==> src/rtl/mem_access_ctrl.sv <==
// Execute-side memory access controller: runs one load/store at a time over a
// req/ack handshake and returns a single writeback (plus RET target) per instruction.
module mem_access_ctrl #(
    parameter int DATA_W  = 16,
    parameter int TIMEOUT = 15
) (
    input  logic              clk,
    input  logic              rst,
    input  logic              in_valid,
    output logic              in_ready,
    input  logic              MemRead,
    input  logic              MemWrite,
    input  logic              mem_to_reg,
    input  logic              RegWrite,
    input  logic              rtrn,
    input  logic [DATA_W-1:0] alu_result,
    input  logic [DATA_W-1:0] store_data,
    input  logic [3:0]        dst_reg,
    output logic              mem_req,
    output logic              mem_we,
    output logic [DATA_W-1:0] mem_addr,
    output logic [DATA_W-1:0] mem_wdata,
    input  logic [DATA_W-1:0] mem_rdata,
    input  logic              mem_ack,
    output logic              wb_valid,
    output logic              wb_en,
    output logic [3:0]        wb_dst,
    output logic [DATA_W-1:0] wb_data,
    output logic              ret_valid,
    output logic [DATA_W-1:0] ret_target,
    output logic              bus_err
);

    typedef enum logic {
        IDLE = 1'b0,
        BUSY = 1'b1
    } state_e;

    localparam logic [7:0] TMAX = 8'(TIMEOUT);

    state_e            state_q, state_d;
    logic [7:0]        timer_q, timer_d;
    logic              req_q, req_d;
    logic              we_q, we_d;
    logic [DATA_W-1:0] addr_q, addr_d;
    logic [DATA_W-1:0] wdata_q, wdata_d;
    logic              wbv_q, wbv_d;
    logic              wbe_q, wbe_d;
    logic [3:0]        wbdst_q, wbdst_d;
    logic [DATA_W-1:0] wbdata_q, wbdata_d;
    logic              retv_q, retv_d;
    logic [DATA_W-1:0] rett_q, rett_d;
    logic              err_q, err_d;
    // Control bits of the in-flight memory op, needed again at completion
    logic              m2r_q, m2r_d;
    logic              regw_q, regw_d;
    logic              isret_q, isret_d;
    logic [3:0]        dst_q, dst_d;

    always_comb begin
        state_d  = state_q;
        timer_d  = timer_q;
        req_d    = req_q;
        we_d     = we_q;
        addr_d   = addr_q;
        wdata_d  = wdata_q;
        wbv_d    = 1'b0;
        wbe_d    = 1'b0;
        wbdst_d  = wbdst_q;
        wbdata_d = wbdata_q;
        retv_d   = 1'b0;
        rett_d   = rett_q;
        err_d    = 1'b0;
        m2r_d    = m2r_q;
        regw_d   = regw_q;
        isret_d  = isret_q;
        dst_d    = dst_q;
        unique case (state_q)
            IDLE: begin
                if (in_valid) begin
                    if (MemRead && MemWrite) begin
                        err_d = 1'b1;
                    end else if (MemRead || MemWrite) begin
                        state_d = BUSY;
                        timer_d = 8'd0;
                        req_d   = 1'b1;
                        we_d    = MemWrite;
                        addr_d  = alu_result;
                        wdata_d = store_data;
                        m2r_d   = mem_to_reg;
                        regw_d  = RegWrite;
                        isret_d = rtrn && MemRead;
                        dst_d   = dst_reg;
                    end else begin
                        wbv_d    = 1'b1;
                        wbe_d    = RegWrite;
                        wbdata_d = alu_result;
                        wbdst_d  = dst_reg;
                    end
                end
            end
            BUSY: begin
                // An ack arriving on the timeout edge still completes normally
                if (mem_ack) begin
                    state_d  = IDLE;
                    req_d    = 1'b0;
                    we_d     = 1'b0;
                    wbv_d    = 1'b1;
                    wbe_d    = regw_q;
                    wbdst_d  = dst_q;
                    wbdata_d = m2r_q ? mem_rdata : addr_q;
                    if (isret_q) begin
                        retv_d = 1'b1;
                        rett_d = mem_rdata;
                    end
                end else if (timer_q == TMAX - 8'd1) begin
                    state_d = IDLE;
                    timer_d = TMAX;
                    req_d   = 1'b0;
                    we_d    = 1'b0;
                    err_d   = 1'b1;
                end else begin
                    timer_d = timer_q + 8'd1;
                end
            end
            default: state_d = IDLE;
        endcase
    end

    always_ff @(posedge clk) begin
        if (rst) begin
            state_q  <= IDLE;
            timer_q  <= '0;
            req_q    <= 1'b0;
            we_q     <= 1'b0;
            addr_q   <= '0;
            wdata_q  <= '0;
            wbv_q    <= 1'b0;
            wbe_q    <= 1'b0;
            wbdst_q  <= '0;
            wbdata_q <= '0;
            retv_q   <= 1'b0;
            rett_q   <= '0;
            err_q    <= 1'b0;
            m2r_q    <= 1'b0;
            regw_q   <= 1'b0;
            isret_q  <= 1'b0;
            dst_q    <= '0;
        end else begin
            state_q  <= state_d;
            timer_q  <= timer_d;
            req_q    <= req_d;
            we_q     <= we_d;
            addr_q   <= addr_d;
            wdata_q  <= wdata_d;
            wbv_q    <= wbv_d;
            wbe_q    <= wbe_d;
            wbdst_q  <= wbdst_d;
            wbdata_q <= wbdata_d;
            retv_q   <= retv_d;
            rett_q   <= rett_d;
            err_q    <= err_d;
            m2r_q    <= m2r_d;
            regw_q   <= regw_d;
            isret_q  <= isret_d;
            dst_q    <= dst_d;
        end
    end

    assign in_ready   = (state_q == IDLE);
    assign mem_req    = req_q;
    assign mem_we     = we_q;
    assign mem_addr   = addr_q;
    assign mem_wdata  = wdata_q;
    assign wb_valid   = wbv_q;
    assign wb_en      = wbe_q;
    assign wb_dst     = wbdst_q;
    assign wb_data    = wbdata_q;
    assign ret_valid  = retv_q;
    assign ret_target = rett_q;
    assign bus_err    = err_q;

endmodule

==> config.mk <==
export PLATFORM = sky130hd
export DESIGN_NAME = mem_access_ctrl
export DESIGN_NICKNAME = d
export VERILOG_FILES = /design/src/rtl/mem_access_ctrl.sv
export SDC_FILE = /design/constraint.sdc
export NUM_CORES = 1
export LEC_CHECK = 0
export ABC_AREA = 1
export CORE_ASPECT_RATIO = 1.75
export CORE_UTILIZATION = 49
export DETAILED_ROUTE_END_ITERATION = 8
export DONT_BUFFER_PORTS = 1
export PLACE_DENSITY = 0.75
export SYNTH_ARGS = -nofsm -noshare
export SYNTH_HDL_FRONTEND = slang
export SYNTH_SLANG_ARGS = --single-unit
==> constraint.sdc <==
create_clock -name clk -period 1.2 [get_ports clk]
set_input_delay 0.12 -clock clk [delete_from_list [all_inputs] [get_ports clk]]
set_output_delay 0.12 -clock clk [all_outputs]
set_load 0.05 [all_outputs]
; After elaboration in Yosys (flattened, before gate mapping)
; Cells that the tools add are included.
; W data, S select, Z words.
[word_totals]
register_bits = 90
input_bits = 61
out_inout_bits = 75
wordCells = 87
[op_classes]
addsub = 1
n_eq_ne = 8
muxes = 49
n_bitwise = 3
n_reduce_logical = 9
[ops]
columns = operator, count
row1 = $mux W16, 5
row2 = $mux W8, 5
row3 = $pmux W16 S2, 1
row4 = $mux W1, 26
row5 = $mux W4, 4
row6 = $pmux W8 S2, 1
row7 = $reduce_and A4 Y1, 4
row8 = $pmux W1 S2, 6
row9 = $ne A2 B2 Y1 const B, 5
row10 = $add A8 B1 Y8 const B, 1
row11 = $eq A8 B4 Y1 const B, 1
row12 = $pmux W4 S2, 1
row13 = $ne A3 B2 Y1 const B, 1
row14 = $not A1 Y1, 3
row15 = $reduce_and A3 Y1, 1
row16 = $reduce_or A3 Y1, 1
row17 = $logic_and A1 B1 Y1, 2
row18 = $ne A2 B1 Y1 const B, 1
row19 = $logic_or A1 B1 Y1, 1

; Logic depth before layout (Yosys ltp)
; Gate-level depths: netlist (run 1).
[logic_depth]
depth_word = 5
depth_mapped = 10
mapped_depth_nobuf = 9

; Worst setup path before layout (run 1)
; Ideal clock, no wire load.
[synth_timing]
path_type = reg2reg
from = register state_q
to = register rett_q[10] (netlist: ret_target[10])
setup_time_ps = 132
arrival_time_ps = 1009
t_required_ps = 1068
slack_ps = 58
path_stages_with_launch = 7
cell_sequence = dfxtp_1 -> nand2_1 -> inv_2 -> nand2_2 -> buf_2 -> nand2_1 -> a21oi_1
[synth_via]
elab_chain_len = 1
[synth_rtl]
columns = item, line_no
row1 = start: declaration, 41  ; state_e state_q, state_d;
row2 = start signal: assignment, 150  ; state_q <= state_d;
row3 = $reduce_and A3 Y1 (no line), -
row4 = end signal: assignment, 161  ; rett_q <= rett_d;
row5 = end: declaration, 52  ; logic [DATA_W-1:0] rett_q, rett_d;
; Every way passes these cells.
; A chain may end at the register's enable or synchronous reset.

; Final worst setup path (run 1)
[layout_timing]
from = register state_q
to = register addr_q[8] (netlist: mem_addr[8])
[layout_via]
elab_chain_len = 2
[layout_rtl]
columns = item, line_no
row1 = $not A1 Y1 (no line), -
row2 = $reduce_and A4 Y1 (no line), -
row3 = end signal: assignment, 154  ; addr_q <= addr_d;
row4 = end: declaration, 45  ; logic [DATA_W-1:0] addr_q, addr_d;
; Every way passes these cells.

==> results of run 1 <==
worst register-to-register path: stages, from the launching register on:
cell and delay (ns):
dfxtp_4 0.37, nor2_2 0.16, nand2_4 0.15, buf_12 0.18, o21ai_0 0.27, a21oi_2 0.07
placed cells by master, fill, tap and decap left out, types with 8 or more instances in the layout:
| cell | instances |
|---|---|
| nor2_1 | 55 |
| o21ai_0 | 41 |
| dlygate4sd3_1 | 55 |
| clkbuf_16 | 11 |
| nand2_1 | 43 |
| buf_12 | 8 |
| a21oi_1 | 74 |
| buf_4 | 86 |
| inv_1 | 34 |
| a21oi_2 | 20 |
| o21ai_1 | 35 |
| nand3_1 | 34 |
| dfxtp_1 | 86 |
sequential cells by signal (all words and copies together) (netlist names), 4 cells and up:
signal / count
wb_data: 16
ret_target: 16
timer_q: 8
mem_addr: 16
dst_q: 4
mem_wdata: 16
wb_dst: 4
through the flow:
step           hold slack (ns)  setup slack [ns]   util  instances
5_1_grt                -0.0104            -0.147  0.764        715
6_report               -0.0227            -0.109  0.764        715
4_1_cts                0.00112           -0.0574  0.732        711
2_1_floorplan            0.267            0.0583      -        494
3_5_place_dp             0.196            -0.125  0.602        637
3_3_place_gp             0.195           -0.0333  0.602        637
routing by layer:
layer,vias to the layer above,part of all wire
li1,1915,-
met4,0,0.051
met1,1959,0.34
met5,-,0
met3,61,0.074
met2,230,0.53
what timing repair did:
item / in CTS / in global routing
endpoints found under the hold margin: 70 / 0
endpoints found under the setup margin: 49 / 67
buffers inserted: 5 / 2
hold buffers: 56 / 0
gates cloned: 1 / 2
resized for setup: 28 / 64
pin swaps: 8 / 14
cell usage after synthesis, drive strengths merged:
library cell	n	area (µm²)
or2	1	6.26
nand2	48	185
inv	40	153
buf	22	124
a21oi	94	470
nor2	61	236
o211ai	1	7.51
o21ai	78	390
dfxtp	90	1800
o21bai	3	22.5
a211oi	4	30.0
nand3	35	175
ha	5	62.6
clkbuf	12	47.6
power breakdown:
part           switching, mW  total [mW]  internal (mW)
Sequential             0.121        3.29           3.17
Combinational           1.16        1.80          0.641
Clock                   1.06        2.47           1.41
area by class of cell:
class	instances	area [µm²]
Timing Repair Buffer	157	1500
Clock inverter	1	5.00
Tap cell	86	108
Clock buffer	11	243
Multi-Input combinational cell	330	1730
Fill cell	478	1720
Inverter	40	168
Sequential cell	90	1810
path summary, 6_finish.rpt:
kind	startpoint	endpoint	slack, ns	depth (start not counted)
max	state_q$_SDFF_PP0_	mem_addr[8]$_SDFFE_PP0P_	-0.11	5
min	mem_rdata[0]	wb_data[0]$_SDFFE_PP0P_	-0.02	2
max reg2reg	state_q$_SDFF_PP0_	mem_addr[8]$_SDFFE_PP0P_	-0.11	5
min reg2reg	ret_target[11]$_SDFFE_PP0P_	ret_target[11]$_SDFFE_PP0P_	0.46	2
logic make-up (layout without fill, tap and decap cells):
group,Yosys count,after routing,synth area share
compound gates,180,180,0.248
simple gates,145,145,0.162
flops,90,90,0.485
buf+inv,74,209,0.0873
fa+ha+maj,5,5,0.0169
==> metrics.cfg, run 1 <==
[outcome]
outcome = complete, but fails checks
violations = negative hold slack, negative setup slack

[worst_setup_path]
crit_chain = nor2_2 -> nand2_4 -> buf_12 -> o21ai_0 -> a21oi_2
cp_max_fo = 9
max_stage_delay_ns = 0.37
cp-start-kind = flop
crit_type = reg -> reg
critPathSlowestCell = dfxtp_4
worstPathArrival_ns = 1.52
cp-end-kind = flop
critPathBufInv = 1
cp_top_family = flip-flops
cp.required_ns = 1.41

[logic_synthesis]
yosysSeqAreaShare = 0.485
syn_inst = 494
ys_seq_elements = 90
avgSynthCellArea_um2 = 7.51
synth_cell_types = 23
syn_area_um2 = 3710
syn_nets = 560
yosys_warnings = 0

[cells_and_area]
nets = 694
fin_area_um2 = 5570
drive_above_1_share = 0.254
area_growth_pct = 49.9
num_antenna_cells = 0

[grt]
met1_usage = 0.285
use_met2 = 0.554
grt_pass1_vias = 3974
overflow = 0
grt_first_pass_wirelength_um = 17800
grt.total_usage = 0.300
grt_max_degree = 44
use_met3 = 0.0736
grt.busiest_layer = met2
antenna_found_initial = 0

[clock_tree]
cts.sinks = 90
path_clk_slew_ns = 0.06
cts_tree = yes
clockBufferDepth = 2
insertion_delay_ns = 0.33
cts_buffers = 9
htreeDepth = 3
clk_root_buffer_cell = clkbuf_16

[detailed_routing]
viasPerCell = 5.83
postRouteAntennaNets = 0
drc_errors = 0
routedWlPerCell_um = 17.8
firstDrtPassIters = 5
vias = 4165
wirelength_um = 12700
drt_iter0_markers = 546

[floorplan]
start_util = 0.510
die_x_um = 67.8
io_pins = 136
core_region_area_um2 = 7280
die_y_um = 117
rows = 41
dieArea_um2 = 7940

[sta]
tightest_slew_ns = 0.522
fmax_mhz = 764
skew_ns = 0.00505
slew_viol_final = 0
period_minus_slack_ns = 1.31
rsz0062_at_grt = true
hold_ws_ns = -0.0227
setup_viol = 33
hold_viol_final = 4
finalCritPeriodShare = 1.09
fin_ws_ns = -0.109
setup_tns_ns = -1.20
relSlewSlack = 0.652

[power]
total_power_mw = 7.55
power_density_nw_per_um2 = 1360
peakVddDrop_mv = 1.03
leakage_nw = 2.32

[placed_design]
place.gp.congestion = 0.826
post_dp_cell_area_um2 = 4380
dp_hpwl_um = 7150
port_buffers = 0

[job]
cap_violations = 0

[worst_hold_path]
hold_path_class = in -> reg

Power figures use the tool's default switching activity.
==> run 2: changes to the inputs <==
Settings changed: CAP_MARGIN set to 20, CORE_ASPECT_RATIO 1.75 to 0.8.
==> run 2 against run 1 <==
Effect of this change: the run ends with negative setup slack left; sequential power barely moved; clock skew rose by 0.0045 ns; sequential cell count did not move; maximum frequency rose by 2.7%; first-iteration DRC count fell by 61%; wire length rose by 0.73%; worst hold slack improved by 0.055 ns; final area rose by 3.8%; power rose by 0.75%; combinational power rose by 4%; critical path type is now reg -> out; highest routed layer unchanged.
==> metrics.cfg, run 2 (synthesized netlist as in run 1, its figures left out) <==
[cells_and_area]
nets = 700
fin_area_um2 = 5780
drive_above_1_share = 0.300
fin_cells = 727
n_fill_cell = 439
final_common_cell = buf_4
regArea_um2 = 1820
area_growth_pct = 55.6
multi_input_area_um2 = 1890
final_cell_mix = 85 x buf_4, 84 x dfxtp_1, 79 x a21oi_1

[floorplan]
die_y_um = 79.9
rows = 27
io_pins = 136
start_util = 0.523
dieArea_um2 = 7930
core_region_area_um2 = 7090
die_x_um = 99.3

[sta]
hold_ws_ns = 0.0327
period_minus_slack_ns = 1.27
fin_ws_ns = -0.0747
finalCritPeriodShare = 1.06
hold_viol_final = 0
setup_viol = 33
skew_ns = 0.00953
fmax_mhz = 784
slew_viol_final = 0
tightest_slew_ns = 0.506
rsz0062_at_grt = true
relSlewSlack = 0.663

[worst_hold_path]
hold_path_class = in -> reg

[power]
power_density_nw_per_um2 = 1320
peakVddDrop_mv = 0.717
total_power_mw = 7.61
leakage_nw = 2.36

[grt]
grt_max_degree = 45
grt_first_pass_wirelength_um = 18300
overflow = 0
grt_pass1_vias = 3824
grt.total_usage = 0.296
antenna_found_initial = 1

[detailed_routing]
wirelength_um = 12800
viasPerCell = 5.77
dr_wl_met2_um = 6400
wl_met3_um = 984
drt_iter0_markers = 213
drc_errors = 0
wl_met1_um = 5190
vias = 4194
postRouteAntennaNets = 0
routedWlPerCell_um = 17.6
top_layer = met4
firstDrtPassIters = 5

[clock_tree]
htreeDepth = 3
clk_root_buffer_cell = clkbuf_8
path_clk_slew_ns = 0.09
cts_buffers = 9
cts.sinks = 90
insertion_delay_ns = 0.36
clockBufferDepth = 2
cts_tree = yes

[placed_design]
dp_hpwl_um = 7120
place.gp.congestion = 0.829
port_buffers = 0
post_dp_cell_area_um2 = 4420
place_inst = 638

[worst_setup_path]
worstPathArrival_ns = 1.15
cpMostUsedCell = buf_12
crit_type = reg -> out
crit_chain = buf_6 -> inv_6 -> buf_12 -> buf_12
max_stage_delay_ns = 0.38
cp-start-kind = flop
cp_max_fo = 5
cp-end-kind = output port
cp.required_ns = 1.08
critPathSlowestCell = dfxtp_4

[outcome]
violations = negative setup slack
outcome = complete, but fails checks

[job]
cap_violations = 0

## run 2: changes by cell type in the layout (fill, tap and decap cells not counted), sizes merged
cell / delta
bufinv: +3
clkinv: +2
clkinvlp: +1
inv: -1
dlygate4sd3: +5
diode: +1
## run 2: layout make-up
type / instances / share of cell area
sequential: 90 / 0.315
timing repair inverter: 1 / 0.000867
multi-input combinational: 330 / 0.328
clock buffer: 11 / 0.0227
tap: 87 / 0.0188
antenna: 1 / 0.000433
timing repair buffer: 162 / 0.268
clock inverter: 5 / 0.0178
inverter: 40 / 0.0290
## run 2: path summary, 6_finish.rpt
check,from,endpoint,slack (ns),cells after the start
worst max-delay path,state_q$_SDFF_PP0_,in_ready,-0.07,4
worst min-delay path,rst,bus_err$_SDFF_PP0_,0.03,2
worst max register to register,state_q$_SDFF_PP0_,wb_data[3]$_SDFFE_PP0P_,-0.07,6
worst min register to register,ret_target[10]$_SDFFE_PP0P_,ret_target[10]$_SDFFE_PP0P_,0.47,2
## run 2: worst max-delay path, delay by kind of cell (launching register included)
| kind | cells | cell delay (ns) |
|---|---|---|
| buffers and inverters | 4 | 0.42 |
| DFF | 1 | 0.38 |
## run 2: layer usage
| layer | global-route usage | up-vias |
|---|---|---|
| li1 | - | 1936 |
| met1 | 0.360 | 1986 |
| met2 | 0.523 | 242 |
| met3 | 0.0736 | 30 |
| met4 | 0.0765 | 0 |
| met5 | 0 | - |
## run 2: report_power, final
part           total, mW  internal, mW  switching [mW]
Combinational       1.87         0.682            1.18
Clock               2.44          1.38            1.06
Sequential          3.30          3.16           0.142
## run 2: what timing repair did
item                       in CTS  in global routing
gates resized for setup        30                118
setup buffers                   5                  2
hold endpoints to repair       83                  1
cloned                          1                  4
setup endpoints to repair      54                 83
hold buffers                   60                  1
pin swaps                       9                 18
## run 2: stage by stage
stage | setup TNS, ns | worst slack (ns) | util
floorplan | 0 | 0.0583 | -
global placement | -0.0160 | -0.00836 | 0.623
detailed placement | -1.83 | -0.0878 | 0.623
CTS | -0.258 | -0.0746 | 0.763
global route | -4.00 | -0.126 | 0.814
finish | -0.846 | -0.0747 | 0.814
==> run 3: changes to the inputs <==
Settings changed: CORE_MARGIN set to 2, CTS_CLUSTER_DIAMETER set to 200.
==> run 3 against run 2 <==
Effect of this change: the flow still finishes with violations (negative setup slack); clock power fell by 3%; register-to-register slack got worse by 0.10 ns; global-route usage fell by 0.73 points; critical path type is now reg -> reg; largest cell class unchanged; sequential cell count did not move.
==> metrics.cfg, run 3 (synthesized netlist as in run 1, its figures left out) <==
[cells_and_area]
final_common_cell = buf_4
final_cell_mix = 90 x buf_4, 84 x dfxtp_1, 82 x a21oi_1
area_growth_pct = 53.0
nets = 701
num_antenna_cells = 0
drive_above_1_share = 0.295
fin_area_um2 = 5680

[detailed_routing]
wirelength_um = 13000
postRouteAntennaNets = 0
wl_met1_um = 4980
wl_met3_um = 1090
firstDrtPassIters = 5
top_layer = met4
drc_errors = 0
viasPerCell = 5.87
vias = 4288
routedWlPerCell_um = 17.8
dr_wl_met2_um = 6350
drt_iter0_markers = 420

[power]
leakage_nw = 2.35
total_power_mw = 7.48
power_density_nw_per_um2 = 1320
peakVddDrop_mv = 0.687

[clock_tree]
insertion_delay_ns = 0.36
cts_buffers = 9
cts.sinks = 90
clockBufferDepth = 2
cts_tree = yes
path_clk_slew_ns = 0.10
htreeDepth = 3
clk_root_buffer_cell = clkbuf_8

[worst_setup_path]
worstPathArrival_ns = 1.62
reg2reg_slack_ns = -0.18
reg2reg_to = dst_q[3]$_SDFFE_PP0P_
rr_worst_depth = 6
reg2reg_from = state_q$_SDFF_PP0_
cp-start-kind = flop
cp.required_ns = 1.44
cp_max_fo = 9
crit_type = reg -> reg
cp-end-kind = flop

[floorplan]
core_region_area_um2 = 7360
start_util = 0.505
die_y_um = 81.9
die_x_um = 101
rows = 28
io_pins = 136
dieArea_um2 = 8290

[sta]
period_minus_slack_ns = 1.38
fmax_mhz = 726
tightest_slew_ns = 0.534
rsz0062_at_grt = true
relSlewSlack = 0.643
setup_viol = 30
fin_ws_ns = -0.177
skew_ns = 0.00910
hold_viol_final = 0
finalCritPeriodShare = 1.15
slew_viol_final = 0

[grt]
grt.total_usage = 0.289
grt_pass1_vias = 3820
grt_max_degree = 41
grt_first_pass_wirelength_um = 18700
overflow = 0
antenna_found_initial = 0

[job]
cap_violations = 0

[placed_design]
port_buffers = 0
place.gp.congestion = 0.880
dp_hpwl_um = 7260
post_dp_cell_area_um2 = 4460

[worst_hold_path]
hold_path_class = in -> reg
hp-start = mem_rdata[8]
min_to = wb_data[8]$_SDFFE_PP0P_
holdPathStages = 2

[outcome]
violations = negative setup slack
outcome = complete, but fails checks

-- run 3: changes by cell type in the layout (fill, tap and decap cells not counted), moves of 3 or more --
cell     before  now
a21oi_1      79   82
a21oi_2      15   11
buf_4        85   90
nand2_1      37   41
nand2_2       9    5
nor2_2        8   17
nor2_4       14    7
o21ai_0      27   39
o21ai_1      44   33
-- run 3: power by group --
group / switching (mW) / internal, mW / total, mW
clock: 1.12 / 1.24 / 2.36
sequential: 0.133 / 3.16 / 3.29
combinational: 1.17 / 0.657 / 1.83
total: 2.43 / 5.05 / 7.48
-- run 3: worst max path at each step --
| stage | start | endpoint | slack (ns) | cells after the start |
|---|---|---|---|---|
| after floorplan | state_q$_SDFF_PP0_ | ret_target[10]$_SDFFE_PP0P_ | 0.06 | 6 |
| after global placement | timer_q[0]$_SDFFE_PP0P_ | timer_q[6]$_SDFFE_PP0P_ | 0.01 | 7 |
| after detailed placement | timer_q[0]$_SDFFE_PP0P_ | timer_q[5]$_SDFFE_PP0P_ | -0.09 | 7 |
| after CTS | state_q$_SDFF_PP0_ | in_ready | -0.08 | 4 |
| after global routing | state_q$_SDFF_PP0_ | dst_q[3]$_SDFFE_PP0P_ | -0.23 | 6 |
| final | state_q$_SDFF_PP0_ | dst_q[3]$_SDFFE_PP0P_ | -0.18 | 6 |
-- run 3: timing repair --
item,4_1_cts,5_1_grt
endpoints found under the setup margin,63,70
resized for setup,29,96
gates cloned,0,2
pin swaps,6,13
endpoints found under the hold margin,83,0
hold buffers,60,0
buffers inserted,3,3
-- run 3: metrics by stage --
stage / setup slack (ns) / std cells / TNS [ns] / hold slack (ns) / utilization
after floorplan: 0.0583 / 494 / 0 / 0.267 / -
after detailed placement: -0.0903 / 647 / -1.79 / 0.196 / 0.606
after CTS: -0.0774 / 726 / -0.255 / 0.00776 / 0.734
after global placement: 0.0142 / 647 / 0 / 0.195 / 0.606
after global routing: -0.230 / 730 / -4.96 / 0.0159 / 0.772
final: -0.177 / 730 / -0.983 / 0.0140 / 0.772
-- run 3: critical path, stage by stage (launching register included) --
cell,delay (ns)
dfxtp_4,0.38
nor2_1,0.13
nand2_2,0.16
clkinv_4,0.15
buf_12,0.14
nor2_1,0.05
a211oi_1,0.26
-- run 3: cell type report --
| type | instances | area, µm² |
|---|---|---|
| inverter | 40 | 168 |
| clock inverter | 6 | 87.6 |
| clock buffer | 10 | 138 |
| fill | 492 | 1680 |
| sequential | 90 | 1820 |
| timing repair buffer | 164 | 1530 |
| multi-input combinational | 330 | 1830 |
| tap | 90 | 113 |
-- run 3: per-layer routing --
layer	track usage	vias to the layer above
met5	0	-
met4	0.131	0
met3	0.0664	67
met2	0.483	287
met1	0.356	1994
li1	-	1940
